[src/rtl/module_cpu_core_p_if.sv]
// RAM request/acknowledge bus between the CPU core (master) and its memory (slave).
interface module_cpu_core_p_if #(
  parameter int DATA_W = 8,
  parameter int ADDR_W = 8
);
  logic              mem_req;
  logic              mem_we;
  logic [ADDR_W-1:0] mem_addr;
  logic [DATA_W-1:0] mem_wdata;
  logic [DATA_W-1:0] mem_rdata;
  logic              mem_ack;

  modport master (output mem_req, mem_we, mem_addr, mem_wdata, input mem_rdata, mem_ack);
  modport slave  (input mem_req, mem_we, mem_addr, mem_wdata, output mem_rdata, mem_ack);
endinterface

[src/rtl/module_cpu_core_p.sv]
// Parametrised 8080-subset CPU core on a req/ack RAM bus.
// Optional CALL/RET stack support is enabled by defining CPU_STACK_EN.
module module_cpu_core_p #(
  parameter int                DATA_W    = 8,
  parameter int                ADDR_W    = 8,
  parameter logic [ADDR_W-1:0] RESET_VEC = '0
) (
  input  logic                clk_qzt,
  input  logic                reset_n,
  input  logic                en,
  module_cpu_core_p_if.master bus,
  output logic                halted,
  output logic [3:0]          flags,
  output logic [ADDR_W-1:0]   dbg_pc
);
  localparam logic [7:0] OP_MVI_B = 8'h06, OP_MVI_A = 8'h3E, OP_HLT   = 8'h76;
  localparam logic [7:0] OP_MOV_BA = 8'h47, OP_MOV_AB = 8'h78, OP_MOV_BC = 8'h41, OP_MOV_CB = 8'h48;
  localparam logic [7:0] OP_MOV_BH = 8'h44, OP_MOV_HB = 8'h60, OP_MOV_BL = 8'h45, OP_MOV_LB = 8'h68;
  localparam logic [7:0] OP_MOV_MB = 8'h70, OP_MOV_BM = 8'h46, OP_ADD_B = 8'h80, OP_ADD_M = 8'h86;
  localparam logic [7:0] OP_SUB_B = 8'h90, OP_CMP_B = 8'hB8, OP_JMP = 8'hC3;
  localparam logic [7:0] OP_JZ = 8'hCA, OP_JNZ = 8'hC2, OP_JC = 8'hDA;

  typedef enum logic [2:0] {S_FETCH, S_EXEC, S_OPND, S_MEM, S_HALT} state_t;

  state_t            st, nxt;
  logic [ADDR_W-1:0] pc, sp;
  logic [DATA_W-1:0] a, b, c, h, l, ir, tmp;
  logic [3:0]        flg;   // {S,Z,P,CY}
  logic [7:0]        op;
  logic              is_mvi, is_jcc, jcc_take, is_mem, is_call, is_ret;
  logic [DATA_W:0]   add_r, addm_r, sub_r;

  function automatic logic [3:0] alu_flags(input logic [DATA_W:0] r);
    return {r[DATA_W-1], ~|r[DATA_W-1:0], ~^r[DATA_W-1:0], r[DATA_W]};
  endfunction

  assign op       = ir[7:0];
  assign is_mvi   = (op == OP_MVI_A) || (op == OP_MVI_B);
  assign is_jcc   = (op == OP_JZ) || (op == OP_JNZ) || (op == OP_JC);
  assign jcc_take = ((op == OP_JZ) && flg[2]) || ((op == OP_JNZ) && !flg[2]) || ((op == OP_JC) && flg[0]);
  assign is_mem   = (op == OP_MOV_MB) || (op == OP_MOV_BM) || (op == OP_ADD_M);
`ifdef CPU_STACK_EN
  assign is_call  = (op == 8'hCD);
  assign is_ret   = (op == 8'hC9);
`else
  assign is_call  = 1'b0;
  assign is_ret   = 1'b0;
`endif

  assign add_r  = {1'b0, a} + {1'b0, b};
  assign addm_r = {1'b0, a} + {1'b0, bus.mem_rdata};
  assign sub_r  = {1'b0, a} - {1'b0, b};

  assign halted = (st == S_HALT) || ((st == S_EXEC) && (op == OP_HLT));
  assign flags  = flg;
  assign dbg_pc = pc;

  always_ff @(posedge clk_qzt or negedge reset_n) begin
    if (!reset_n)  st <= S_FETCH;
    else if (en)   st <= nxt;
  end

  // Bus outputs are decoded from state so a reset drops mem_req without waiting for a clock.
  always_comb begin
    nxt           = st;
    bus.mem_req   = 1'b0;
    bus.mem_we    = 1'b0;
    bus.mem_addr  = pc;
    bus.mem_wdata = '0;
    case (st)
      S_FETCH: begin
        bus.mem_req = reset_n;
        if (bus.mem_ack) nxt = S_EXEC;
      end
      S_EXEC: begin
        if (op == OP_HLT)                                      nxt = S_HALT;
        else if (is_mvi || op == OP_JMP || (is_jcc && jcc_take) || is_call) nxt = S_OPND;
        else if (is_mem || is_ret)                             nxt = S_MEM;
        else                                                   nxt = S_FETCH;
      end
      S_OPND: begin
        bus.mem_req  = reset_n;
        bus.mem_addr = pc + ADDR_W'(1);
        if (bus.mem_ack) nxt = is_call ? S_MEM : S_FETCH;
      end
      S_MEM: begin
        bus.mem_req   = reset_n;
        bus.mem_addr  = (is_call || is_ret) ? sp : h[ADDR_W-1:0];
        bus.mem_we    = (op == OP_MOV_MB) || is_call;
        bus.mem_wdata = is_call ? DATA_W'(pc + ADDR_W'(2)) : b;
        if (bus.mem_ack) nxt = S_FETCH;
      end
      default: ;
    endcase
  end

  always_ff @(posedge clk_qzt or negedge reset_n) begin
    if (!reset_n) begin
      pc  <= RESET_VEC;
      sp  <= '1;
      a   <= '0;
      b   <= '0;
      c   <= '0;
      h   <= '0;
      l   <= '0;
      ir  <= '0;
      tmp <= '0;
      flg <= '0;
    end else if (en) begin
      case (st)
        S_FETCH: if (bus.mem_ack) ir <= bus.mem_rdata;
        S_EXEC: begin
          if (is_jcc && !jcc_take)  pc <= pc + ADDR_W'(2);
          else if (nxt == S_FETCH)  pc <= pc + ADDR_W'(1);
          if (is_ret) sp <= sp + ADDR_W'(1);
          case (op)
            OP_MOV_BA: b <= a;
            OP_MOV_AB: a <= b;
            OP_MOV_BC: b <= c;
            OP_MOV_CB: c <= b;
            OP_MOV_BH: b <= h;
            OP_MOV_HB: h <= b;
            OP_MOV_BL: b <= l;
            OP_MOV_LB: l <= b;
            OP_ADD_B: begin a <= add_r[DATA_W-1:0]; flg <= alu_flags(add_r); end
            OP_SUB_B: begin a <= sub_r[DATA_W-1:0]; flg <= alu_flags(sub_r); end
            OP_CMP_B: flg <= alu_flags(sub_r);
            default: ;
          endcase
        end
        S_OPND: if (bus.mem_ack) begin
          if (op == OP_MVI_A)      begin a <= bus.mem_rdata; pc <= pc + ADDR_W'(2); end
          else if (op == OP_MVI_B) begin b <= bus.mem_rdata; pc <= pc + ADDR_W'(2); end
          else if (is_call)        tmp <= bus.mem_rdata;
          else                     pc <= bus.mem_rdata[ADDR_W-1:0];
        end
        S_MEM: if (bus.mem_ack) begin
          if (is_call) begin
            sp <= sp - ADDR_W'(1);
            pc <= tmp[ADDR_W-1:0];
          end else if (is_ret) begin
            pc <= bus.mem_rdata[ADDR_W-1:0];
          end else begin
            pc <= pc + ADDR_W'(1);
            if (op == OP_MOV_BM) b <= bus.mem_rdata;
            if (op == OP_ADD_M) begin a <= addm_r[DATA_W-1:0]; flg <= alu_flags(addm_r); end
          end
        end
        default: ;
      endcase
    end
  end
endmodule
[src/flat_wrapper.sv]
// flat-port wrapper written by rule: the top's interface ports become plain ports
module module_cpu_core_p_flat 
#(
  parameter int                DATA_W    = 8,
  parameter int                ADDR_W    = 8,
  parameter logic [ADDR_W-1:0] RESET_VEC = '0
)
  (clk_qzt, reset_n, en, halted, flags, dbg_pc, bus_mem_req, bus_mem_we, bus_mem_addr, bus_mem_wdata, bus_mem_rdata, bus_mem_ack);
  module_cpu_core_p_if #(.DATA_W(DATA_W), .ADDR_W(ADDR_W)) bus_i ();
  input  logic clk_qzt;
  input  logic reset_n;
  input  logic en;
  output logic halted;
  output logic [3:0] flags;
  output logic [ADDR_W-1:0] dbg_pc;
  output wire logic [$bits(bus_i.mem_req)-1:0] bus_mem_req;
  output wire logic [$bits(bus_i.mem_we)-1:0] bus_mem_we;
  output wire logic [$bits(bus_i.mem_addr)-1:0] bus_mem_addr;
  output wire logic [$bits(bus_i.mem_wdata)-1:0] bus_mem_wdata;
  input wire logic [$bits(bus_i.mem_rdata)-1:0] bus_mem_rdata;
  input wire logic [$bits(bus_i.mem_ack)-1:0] bus_mem_ack;
  assign bus_mem_req = bus_i.mem_req;
  assign bus_mem_we = bus_i.mem_we;
  assign bus_mem_addr = bus_i.mem_addr;
  assign bus_mem_wdata = bus_i.mem_wdata;
  assign bus_i.mem_rdata = bus_mem_rdata;
  assign bus_i.mem_ack = bus_mem_ack;
  module_cpu_core_p #(.DATA_W(DATA_W), .ADDR_W(ADDR_W), .RESET_VEC(RESET_VEC)) u_core (.clk_qzt(clk_qzt), .reset_n(reset_n), .en(en), .bus(bus_i), .halted(halted), .flags(flags), .dbg_pc(dbg_pc));
endmodule
[config.mk]
export PLATFORM = sky130hd
export DESIGN_NAME = module_cpu_core_p_flat
export DESIGN_NICKNAME = d
export VERILOG_FILES = /design/src/rtl/module_cpu_core_p_if.sv /design/src/rtl/module_cpu_core_p.sv /design/src/flat_wrapper.sv
export SDC_FILE = /design/constraint.sdc
export NUM_CORES = 1
export LEC_CHECK = 0
export ABC_AREA = 1
export ABC_CLOCK_PERIOD_IN_PS = 7050
export BUFFER_PORTS_ARGS = -buffer_cell sky130_fd_sc_hd__clkbuf_2
export CAP_MARGIN = 20
export CORE_MARGIN = 8
export CORE_UTILIZATION = 60
export CTS_CLUSTER_DIAMETER = 100
export CTS_CLUSTER_SIZE = 8
export DETAILED_ROUTE_END_ITERATION = 6
export PLACE_DENSITY = 0.79
export SLEW_MARGIN = 0
export SYNTH_ARGS = -nofsm -noshare
export SYNTH_HDL_FRONTEND = slang
export SYNTH_SLANG_ARGS = --single-unit
[constraint.sdc]
create_clock -name clk_qzt -period 7.05 [get_ports clk_qzt]
set_clock_uncertainty 0.2 [all_clocks]
set_input_delay 1.0575 -clock clk_qzt [delete_from_list [all_inputs] [get_ports clk_qzt]]
set_output_delay 1.0575 -clock clk_qzt [all_outputs]
set_load 0.05 [all_outputs]
==> results.md <==
- The number of violations of the max-capacitance limit is 0.
- The count of placed standard cells including taps is 920.
- TritonCTS built the clock tree.
- The first global-routing pass estimated 27350 um of wire.
- The startpoint type of the worst setup path is a register.
- The number of detailed-route iterations in the first pass is 5.
- The transition time of the tightest slew-check pin is 0.8150 ns.
- The clock passes through at most 2 buffers.
- The analysis attributes to cell leakage a power of 0.002994 uW.
- The power density normalized to cell area is 132.9 nW/um2.
- Headroom to the max-slew limit came out at 45.67%.
- The post-cts gate resize count is 0.
- Synthesis produced 789 cells.
- The all-layer global routing usage is 27.08%.
- Setup violations remaining at the end of the flow were counted as 0.
- Global routing finished with a remaining overflow of 0.
- The worst hold path depth is 2.
- The worst-case IR drop observed on VDD is 160.3 uV.
- Compared with the post-synthesis result, the final layout area differs by 8.670%.
- Traced cell by cell, the critical path runs through inv_2 > nor2_4 > nand2_1 > inv_2 > nand2_1 > o211ai_1 > clkbuf_2.
- In this run, synthesis produced a sequential element count of 63.
- The count of flip-flops with a built-in enable after synthesis is 0.
- The flop-to-flop setup slack is 3.93 ns.
- After Yosys synthesis, XOR and XNOR cells account for 4.219% of the synthesized area.
- The number of max-slew violations in the final report was 0.
- The chip width is 110.8 um.
- The end of the worst register-to-register path is u_core.flags[2].
- Setup total negative slack on the finished layout was measured at 0 ns.
- For the worst setup path, the data arrival time is 2.82 ns.
- The worst hold endpoint is u_core.c[4].
- The adder-cell share of the synthesized area is 9.921%.
- Dividing the detail-routed wire length by the instance count gives 18.21 um.
- The start point of the worst hold path is u_core.c[4].
- The Yosys step of the flow raised 0 warnings.
- The routed layout has 5644 vias.
- The number of DRC violations after detailed routing is 0.
- The number of hold violations in the final report is 0.
- Clock tree synthesis selected as its root buffer the cell clkbuf_8.
- Synthesis produced a netlist with a net count of 842.
- Entering global routing, the biggest net connects 65 pins.
- Row generation in the floorplan step produced 34 rows.
- The final standard cell count with taps included and fillers excluded is 936.
- The worst register-to-register path begins at u_core.a[0].
- The number of hold buffers added after CTS was 0.
- After detailed routing, the number of vias per cell comes to 6.030.
- The floorplan step defined a die boundary enclosing 12290 um2.
- The fraction of layout cells with a size suffix above 1 is 13.29%.
- The slowest stage cell on the critical path is nand2_1.
- The area fraction in compound gates after synthesis is 15.67%.
- At the end of routability-driven placement, the weighted congestion stood at 1.006.
- For the worst-skew pair, the clock arrives at the later sink with an insertion delay of 0.37 ns.
- After floorplanning, the core was sized to cover 8721 um2.
- Detailed placement ended at an HPWL of 13300 um.
- The detailed router finished its first iteration with 616 violations.
- The clock slew at the register clock pins of the worst setup and hold paths is 0.08 ns.
- At the end of the flow, the number of nets in the layout was 876.
- In the synthesized netlist the dominant register cell turns out to be dfrtp_1.
- The starting density of the core is 61.89%.
- The synthesized area per cell is 6.841 um2.
- Along the worst path, the maximum fanout reaches 20.
- The worst hold slack is 0.2945 ns.
- The antenna diode count is 0.
- For this run, asynchronously set or reset flops after synthesis account for 100.0%.
- The worst path in the final design needs a cycle of 4.079 ns, including I/O delays and setup.
- The multiplexer fraction of the synthesized cell area is 0%.
- The synthesized netlist contains 41 unique library cells.
- The number of antenna violations at the first check in global routing is 0.
- Buffers inserted during clock tree synthesis total 9.
- The timing-limited maximum frequency is 245.1 MHz.
- The critical path's largest stage delay is 0.58 ns.
- STA classifies the critical path endpoint as a primary output.
- The share of the clock period used by the worst path after layout is 57.86%.
- The count of buffers inserted at the top-level ports is 42.
- The die is 110.8 um tall.
- The routed wire length is 17050 um.
- The number of global-route vias before repair came to 5517.
- The summed instance area of the synthesized netlist is 5398 um2.
- Data on the critical path is required at its endpoint by 5.79 ns.
- The dominant combinational cell family by area after synthesis is simple AND/OR/NAND/NOR gates.
- The run finished with clean final reports.
- The layout has 776 filler cells.
- The maximum level of the CTS H-tree is 3.
- The clock drives 63 sinks.
- The worst reg2reg path depth is 11.
- Once detail routing completed, the nets flagged for antenna violations numbered 0.
- Cells fill 67.26% of the core in the end.
- The simple-gate area share of the yosys netlist is 33.33%.
- The type of the worst min-delay path is reg2reg.
- The number of buffers added for setup after CTS is 0.
- Setup repair after global routing left no endpoint under its margin.
- After synthesis, flip-flops and latches occupy 29.21% of the total area.
- The category of the most critical setup path is reg2out.
- The I/O pin count is 43.
## sequential cells by signal, summed over array words and instances (netlist names)
signal / cells
u_core.flags: 4
u_core.h: 8
u_core.a: 8
u_core.c: 8
u_core.st: 3
u_core.dbg_pc: 8
u_core.b: 8
u_core.l: 8
u_core.ir: 8
## critical path, delay by kind of cell (launching register included)
family	cells	cell delay, ns
simple gates	3	1.03
flops	1	0.42
buf+inv	3	0.88
compound gates	1	0.13
## how the worst max path moves through the flow
stage,depth (start not counted),end,from,slack (ns)
after global routing,7,bus_mem_addr[5],u_core.st[1],2.82
final,7,bus_mem_addr[5],u_core.st[1],2.97
after floorplan,6,bus_mem_addr[7],u_core.dbg_pc[1],3.61
after global placement,5,bus_mem_req,reset_n,3.45
after detailed placement,7,bus_mem_addr[5],u_core.st[1],3.38
after CTS,7,bus_mem_addr[5],u_core.st[1],3.00
## kinds of logic after synthesis
family / Yosys count
DFF: 63
adders and majority gates: 41
and+or+nand+nor: 410
AOI/OAI and AO/OA: 143
xor gates and xnor gates: 26
buffers and inverters: 106
## through the flow
stage	power [uW]	cell area (um2)	worst slack, ns
floorplan	416.9	5398	3.607
global placement	440.5	5662	3.452
detailed placement	442.7	5662	3.383
CTS	773.9	5866	3.000
global route	799.1	5866	2.823
finish	779.5	5866	2.971
## cell type report
type	instances	area, um2	area share (%)
multi-input cells	620	3408	58.11
flip-flops and latches	63	1577	26.88
inverters	86	324.1	5.525
repair buffers	43	217.7	3.712
well taps	108	135.1	2.304
clock buffers	9	123.9	2.112
clock inverters	7	80.08	1.365
## report_power, final
group,switching (uW),internal [uW],total (uW)
Combinational,46.7,18.1,64.8
Clock,176,167,343
Sequential,6.85,365,371
## synthesized netlist by cell type, types with 5 or more instances
cell type,n,share of area (%)
nor2_1,72,5.0
nand2_1,221,15
a21oi_1,42,3.9
buf_2,5,0.46
nand3_1,61,5.7
xnor2_1,10,1.6
clkbuf_1,12,0.83
a22oi_2,7,1.6
o21ai_0,61,5.7
dfrtp_1,63,29
nor2_4,5,1.0
xor2_1,16,2.6
nand2_2,8,0.93
o211ai_1,10,1.4
inv_1,71,4.9
o22ai_1,5,0.58
ha_1,38,8.8
nand4_1,22,2.5
nor3_1,9,0.83
inv_2,13,0.90
## layout by cell type (no fill, tap or decap), types with 4 or more instances in the layout
master    instances
a21oi_1          42
a21oi_2           4
a22oi_2           7
clkbuf_2         42
clkbuf_8          9
dfrtp_1          63
ha_1             38
inv_1            71
inv_2            13
nand2_1         221
nand2_2           8
nand3_1          61
nand4_1          22
nor2_1           72
nor2_2            4
nor2_4            5
nor3_1            9
o211ai_1         10
o21ai_0          61
o22ai_1           5
xnor2_1          10
xor2_1           16
## routing by layer
layer | vias up | routed length (um) | track usage [%]
li1 | 2679 | - | -
met1 | 2614 | 7097 | 33.45
met2 | 284 | 7844 | 43.80
met3 | 67 | 1449 | 6.061
met4 | 0 | 654 | 12.61
met5 | - | 0 | 0
(Power assumes the default switching activity.)
